[src/rtl/if_id_pipe.sv]
// ---------------------------------------------------------------------------
// if_id_pipe
// Fetch/decode pipeline register for the WISC-SP20 5-stage pipeline.
// Latches the fetched instruction and PC+2 for decode, injects NOP bubbles
// on flush or missing fetch data, holds on a decode stall, and freezes fetch
// once a HALT has advanced past IF/ID. Saturating stall and flush event
// counters are kept for performance debug.
//
// Ports:
//   clk           system clock, rising-edge active
//   rst           asynchronous, active-high reset
//   ins_in        instruction word from instruction memory
//   pc_plus2_in   PC+2 computed in fetch
//   fetch_valid   instruction memory returned a valid word this cycle
//   stall_decode  hold IF/ID contents (hazard detection)
//   flush_fetch   squash IF/ID contents (redirect resolved)
//   ins_out       instruction presented to decode
//   pc_plus2_out  PC+2 presented to decode
//   valid_out     ins_out is a real instruction, not a bubble
//   stall_fetch   PC write disable to fetch (combinational)
//   halted        HALT has advanced past IF/ID; fetch frozen
//   stall_cnt     cycles a valid instruction was held by stall_decode
//   flush_cnt     flush_fetch events
// ---------------------------------------------------------------------------
module if_id_pipe #(
    parameter int          CNT_W   = 16,
    parameter logic [15:0] NOP_INS = 16'h0800,
    parameter logic [4:0]  HALT_OP = 5'b00000
) (
    input  logic             clk,
    input  logic             rst,
    input  logic [15:0]      ins_in,
    input  logic [15:0]      pc_plus2_in,
    input  logic             fetch_valid,
    input  logic             stall_decode,
    input  logic             flush_fetch,
    output logic [15:0]      ins_out,
    output logic [15:0]      pc_plus2_out,
    output logic             valid_out,
    output logic             stall_fetch,
    output logic             halted,
    output logic [CNT_W-1:0] stall_cnt,
    output logic [CNT_W-1:0] flush_cnt
);

    typedef enum logic [0:0] {
        ST_RUN    = 1'b0,
        ST_HALTED = 1'b1
    } state_t;

    state_t             state_r;
    logic [15:0]        ins_r;
    logic [15:0]        pc_plus2_r;
    logic               valid_r;
    logic               halted_r;
    logic [CNT_W-1:0]   stall_cnt_r;
    logic [CNT_W-1:0]   flush_cnt_r;
    logic               halt_in_ifid_s;
    logic               stall_event_s;

    // Saturating increment: an all-ones counter stays at all-ones.
    function automatic logic [CNT_W-1:0] sat_inc(input logic [CNT_W-1:0] v);
        logic [CNT_W-1:0] one;
        one = {{(CNT_W-1){1'b0}}, 1'b1};
        if (v == {CNT_W{1'b1}}) begin
            sat_inc = v;
        end else begin
            sat_inc = v + one;
        end
    endfunction

    // A real HALT sitting in IF/ID; it leaves on the next unstalled, unflushed edge.
    assign halt_in_ifid_s = valid_r & (ins_r[15:11] == HALT_OP);

    // Only a real instruction held by the hazard unit counts as a stall cycle.
    assign stall_event_s = (state_r == ST_RUN) & valid_r & stall_decode & ~flush_fetch;

    // Flush always releases the PC so the redirect target gets written.
    assign stall_fetch = ~flush_fetch & (stall_decode | halted_r);

    // Pipeline register, HALT state machine and event counters.
    always_ff @(posedge clk or posedge rst) begin
        if (rst) begin
            state_r     <= ST_RUN;
            ins_r       <= NOP_INS;
            pc_plus2_r  <= 16'h0000;
            valid_r     <= 1'b0;
            halted_r    <= 1'b0;
            stall_cnt_r <= {CNT_W{1'b0}};
            flush_cnt_r <= {CNT_W{1'b0}};
        end else begin
            if (flush_fetch) begin
                flush_cnt_r <= sat_inc(flush_cnt_r);
            end
            if (stall_event_s) begin
                stall_cnt_r <= sat_inc(stall_cnt_r);
            end

            case (state_r)
                ST_RUN: begin
                    if (flush_fetch) begin
                        ins_r      <= NOP_INS;
                        valid_r    <= 1'b0;
                        pc_plus2_r <= pc_plus2_in;
                    end else if (stall_decode) begin
                        ins_r      <= ins_r;
                        valid_r    <= valid_r;
                        pc_plus2_r <= pc_plus2_r;
                    end else if (halt_in_ifid_s) begin
                        // HALT moves into ID/EX; nothing younger may follow it.
                        ins_r      <= NOP_INS;
                        valid_r    <= 1'b0;
                        pc_plus2_r <= pc_plus2_in;
                        state_r    <= ST_HALTED;
                        halted_r   <= 1'b1;
                    end else if (fetch_valid) begin
                        ins_r      <= ins_in;
                        valid_r    <= 1'b1;
                        pc_plus2_r <= pc_plus2_in;
                    end else begin
                        ins_r      <= NOP_INS;
                        valid_r    <= 1'b0;
                        pc_plus2_r <= pc_plus2_in;
                    end
                end
                ST_HALTED: begin
                    ins_r   <= NOP_INS;
                    valid_r <= 1'b0;
                    if (flush_fetch) begin
                        // An older branch redirected; the HALT is squashed downstream.
                        pc_plus2_r <= pc_plus2_in;
                        state_r    <= ST_RUN;
                        halted_r   <= 1'b0;
                    end else begin
                        pc_plus2_r <= pc_plus2_r;
                    end
                end
                default: begin
                    state_r  <= ST_RUN;
                    halted_r <= 1'b0;
                    ins_r    <= NOP_INS;
                    valid_r  <= 1'b0;
                end
            endcase
        end
    end

    assign ins_out      = ins_r;
    assign pc_plus2_out = pc_plus2_r;
    assign valid_out    = valid_r;
    assign halted       = halted_r;
    assign stall_cnt    = stall_cnt_r;
    assign flush_cnt    = flush_cnt_r;

endmodule

[config.mk]
export PLATFORM = sky130hd
export DESIGN_NAME = if_id_pipe
export DESIGN_NICKNAME = d
export VERILOG_FILES = /design/src/rtl/if_id_pipe.sv
export SDC_FILE = /design/constraint.sdc
export NUM_CORES = 1
export LEC_CHECK = 0
export ABC_AREA = 1
export CAP_MARGIN = 10
export CORE_UTILIZATION = 51
export CTS_CLUSTER_SIZE = 10
export DETAILED_ROUTE_END_ITERATION = 10
export MAX_ROUTING_LAYER = met4
export PLACE_DENSITY = 0.88
export SLEW_MARGIN = 20
export SYNTH_ARGS = -nofsm -noshare
export SYNTH_HDL_FRONTEND = slang
export SYNTH_SLANG_ARGS = --single-unit
[constraint.sdc]
create_clock -name clk -period 5.2 [get_ports clk]
set_clock_uncertainty 0.05 [all_clocks]
set_input_delay 0.52 -clock clk [delete_from_list [all_inputs] [get_ports clk]]
set_output_delay 0.52 -clock clk [all_outputs]
set_load 0.01 [all_outputs]
# ---- Word level (Yosys, flattened, before mapping)
# Cells that the tools add are included.
dict set report classes {
  n_mul 0
  magnitude_cmp 0
  bitwise 10
  n_addsub 2
  shift 0
  div 0
  eq_ne 7
  mux 24
  n_reduce_logical 5
}
# cell count
set ops {}
lappend ops {{16-bit 2-to-1 mux} 7}
lappend ops {{16-bit one-hot mux with 2 select lines} 2}
lappend ops {{16-bit by 1-bit adder with 16-bit output (second input constant)} 2}
lappend ops {{16-bit == test (second input constant)} 2}
lappend ops {{1-bit 2-to-1 mux} 12}
lappend ops {{2-bit != test (second input constant)} 4}
lappend ops {{1-bit one-hot mux with 2 select lines} 3}
lappend ops {{2-bit AND reduction} 3}
lappend ops {{1-bit bitwise AND} 5}
lappend ops {{5-bit logical NOT} 1}
lappend ops {{1-bit NOT} 4}
lappend ops {{4-bit AND reduction} 1}
lappend ops {{3-bit != test (second input constant)} 1}
lappend ops {{1-bit bitwise OR} 1}
dict set report word_totals {
  in_bits 37
  ram_bits 0
  output_inout_bits 67
  regBits 67
  romBits 0
  mem_count 0
  latchBits 0
  word_cells 55
}

# ---- Logic depth before layout (Yosys ltp)
dict set report logic_depth {
  depth_word 6
  depth_mapped 10
  mapped_depth_nobuf 9
}

# ---- Worst setup path before layout
# No wires, ideal clock.
dict set report synth_path {
  path_kind {flip-flop to flip-flop}
  start {reg flush_cnt_r[0] (netlist: flush_cnt[0])}
  end {reg flush_cnt_r[12] (netlist: flush_cnt[12])}
  arrival_time_ps 1406
  path_slack_ps 3626
  path_buffers 1
  stages_incl_launch_ff 10
  required_ps 5032
  path_cell_list {dfrtp_1 ha_1 nand2_1 nor2_1 nand2_2 nor2_2 nor2_4 buf_6 nand3b_1 nand2_1}
}
dict set report synth_between {
  elab_chain_len 3
  elab_cells_between_ends 4
  classes_between {1 x add/sub; 1 x eq/ne; 1 x bitwise; 1 x reduce/logical}
}
# element line
set synth_rtl {}
lappend synth_rtl {{start: declaration} 57} ;# logic [CNT_W-1:0] flush_cnt_r;
lappend synth_rtl {{start signal: assignment} 90} ;# flush_cnt_r <= {CNT_W{1'b0}};
lappend synth_rtl {{start signal: assignment} 93} ;# flush_cnt_r <= sat_inc(flush_cnt_r);
lappend synth_rtl {{parallel branches: the longest is 3 deep, another holds 16-bit by 1-bit adder with 16-bit output} --}
# Parallel ways; which one is timed is not known.
# A chain may end at the register's enable or synchronous reset.

# ---- Worst setup path in the final report
dict set report layout_path {
  start {in flush_fetch}
  end {out stall_fetch}
}
dict set report layout_between {
  elab_chain_len 2
}
# element line
set layout_rtl {}
lappend layout_rtl {{start: declaration} 36} ;# input logic flush_fetch,
lappend layout_rtl {{1-bit NOT} 79} ;# assign stall_fetch = ~flush_fetch & (stall_decode | halted_r);
lappend layout_rtl {{1-bit bitwise AND} 79}
lappend layout_rtl {{end: declaration} 40} ;# output logic stall_fetch,
# No other way between the ends.

==> run metrics <==
Post-Syn Instances 411; failing checks design-rule violations; setup TNS 0 ps; area occupied by multi-input gates 0.001529 mm²; CP most frequent cell clkdlybuf4s50_1; Yosys cell types 29; CTS root buf clkbuf_8; worst rel slew slack 45.20%; Final Setup Violations 0; Hold Path Cell Cnt 1; worst endpoint data arrival time 1870 ps; postcts setup bufs 0; flip-flop and latch count after synthesis 67; GRT overflow 0; core area 0.006422 mm²; vias in the first global route 2976; CP Max Fanout 6; Sink Count 67; PwrDens 283.0 mW/mm²; design area 0.004663 mm²; TritonCTS Buffers 9; later-pin clock latency in the skew report 330 ps; CTS tree built; Post-Synthesis Cell Area 0.003437 mm²; Startpoint Class input pin; Slowest Stage Delay on Critical Path 610 ps; syn_nets 450; RSZ-0062 raised after global routing no; # hold bufs at CTS 0; f_max 409.4 MHz; Slew @ Worst Pin 822.0 ps; Synth Area per Inst 8.363 µm²; Antenna Diode Count 0; Clock transition at path regs 70 ps; Yosys warnings 0; Crit. End Element output port; Crit Path Class input pin to output port; Total Wirelength 7.960 mm; DP Area 0.004502 mm²; total global-route track usage 24.79%; I/O pin cnt 104; Worst EP required 4630 ps; status finished, violations left; leakage 0.002024 µW; min-delay src pc_plus2_out[0]$_DFFE_PP0P_; Die W 84.10 µm; max cap viols 0; Rows 29; Tcrit/Tclk final 46.97%; layout cells sized above 1 8.046%; DR WL/cell 13.29 µm; final hold vios 0; Hold Path Class flip-flop to flip-flop; Fill cells 501; initial antenna violation count 0; peak supply drop 0.1740 mV; vias per cell 5.175; Reg2Reg Depth 6; CP delay by family, top buffers and inverters; clk buf depth 2; critical path cell sequence clkdlybuf4s50_1 > nor2_1 > clkdlybuf4s50_1; max-slew violation count 0; CTS resizes 0; Critical Path Slowest Stage Cell clkdlybuf4s50_1; min Tclk post-route 2442 ps; H-Tree Depth 3; Final GP Congestion 0.8743; fin nets 557; largest net degree at the start of global routing 68; initial core utilization 53.52%; DR iter-0 viols 191; Detail Route Antenna Nets 0; first-pass GRT wire length 13.61 mm; DRC 16; Die ar. 0.007072 mm²; register area share after synthesis 48.82%; die height 84.10 µm; Hold Path End pc_plus2_out[0]$_DFFE_PP0P_; post-DP HPWL 5.692 mm; area delta synth->final 35.68%; Buffers & Inverters on Critical Path 2; R2R setup slack 3320 ps; first drt pass iteration count 8; port bufs 103; Crit Reg-Reg Startpoint flush_cnt[0]$_DFFE_PP0P_; vias 3100; Reg area 0.001678 mm²; reg2reg end flush_cnt[6]$_DFFE_PP0P_
-- state kept, by name, indices dropped and copies added (netlist names) --
name / cells
state_r: 1
flush_cnt: 16
valid_out: 1
pc_plus2_out: 16
halted: 1
stall_cnt: 16
ins_out: 16
-- cell type report --
cell class | count | area share [%]
clock buffer | 13 | 3.193
clock inverter | 2 | 0.2683
inverter | 42 | 3.434
multi-input combinational | 294 | 32.79
sequential | 67 | 35.98
tap | 77 | 2.066
timing repair buffer | 104 | 22.27
-- stage by stage --
stage	hold slack, ps	total power (µW)	utilization, %	worst slack (ps)	instances
after floorplan	478.8	789.2	-	2949	411
after global placement	418.6	943.4	70.10	2761	584
after detailed placement	428.4	959.0	70.10	2763	584
after CTS	444.4	1337	72.61	2759	599
after global routing	457.3	1392	72.61	2667	599
final	438.5	1320	72.61	2758	599
-- metal layers --
layer | up-vias | share of wire, % | global-route usage [%] | wire, µm
met5 | - | 0 | - | 0
met4 | 0 | 1.8 | 10.34 | 144
met3 | 15 | 5.7 | 4.154 | 457
met2 | 102 | 49 | 40.83 | 3918
met1 | 1463 | 43 | 30.34 | 3440
li1 | 1520 | - | - | -
-- cell usage in the layout, fill, tap and decap left out --
cell type / count
buf_4: 1
clkbuf_1: 3
clkbuf_8: 10
clkdlybuf4s50_1: 103
clkinv_2: 1
clkinvlp_4: 1
dfrtp_1: 66
dfstp_2: 1
ha_1: 2
inv_1: 37
inv_2: 4
inv_4: 1
mux2_1: 10
mux2_2: 6
nand2_1: 139
nand2_2: 4
nand2_4: 3
nand3_1: 28
nand3_2: 1
nand3b_1: 4
nand4_1: 11
nand4_4: 1
nor2_1: 35
nor2_2: 2
nor2_4: 2
nor3_4: 1
o21ai_0: 24
o21ai_1: 3
o21ai_2: 3
o22ai_1: 1
xnor2_1: 9
xor2_1: 5
-- kinds of logic (layout without fill, tap and decap cells) --
| kind of cell | Yosys count | in the layout | share of synthesized area, % |
|---|---|---|---|
| and+or+nand+nor | 231 | 231 | 30.07 |
| DFF | 67 | 67 | 48.82 |
| buffers and inverters | 50 | 161 | 6.698 |
| AOI/OAI and AO/OA | 31 | 31 | 4.878 |
| muxes | 16 | 16 | 5.242 |
| xor gates and xnor gates | 14 | 14 | 3.568 |
| adders and majority gates | 2 | 2 | 0.7280 |
-- synth_stat cells, drive strengths merged --
cell type	count	area, µm²
dfstp	1	26.28
xor2	5	43.79
o22ai	1	6.260
nand3b	4	30.03
xnor2	9	78.83
nand4	12	90.09
clkbuf	1	3.750
nand2	146	580.6
nand3	29	150.1
o21ai	30	161.4
inv	42	160.2
nor2	39	166.4
buf	7	66.31
nor3	1	16.27
ha	2	25.02
mux2	16	180.2
dfrtp	66	1652
-- power breakdown --
group          leakage [µW]  total, µW  switching, µW  internal [µW]
logic               0.00107        310            140            170
clock network     0.0000795        370            187            183
registers          0.000874        639           66.2            573
total               0.00202       1320            393            927
-- how the worst max path moves through the flow --
| stage | start | endpoint | slack (ps) | cells after the start |
|---|---|---|---|---|
| finish | flush_fetch | stall_fetch | 2760 | 3 |
| global route | flush_fetch | stall_fetch | 2670 | 3 |
| CTS | flush_fetch | stall_fetch | 2760 | 3 |
| detailed placement | flush_fetch | stall_fetch | 2760 | 3 |
| global placement | flush_fetch | stall_fetch | 2760 | 3 |
| floorplan | rst | flush_cnt[0]$_DFFE_PP0P_ | 2950 | 1 |
Note: power is estimated with default switching activity, not from simulation.
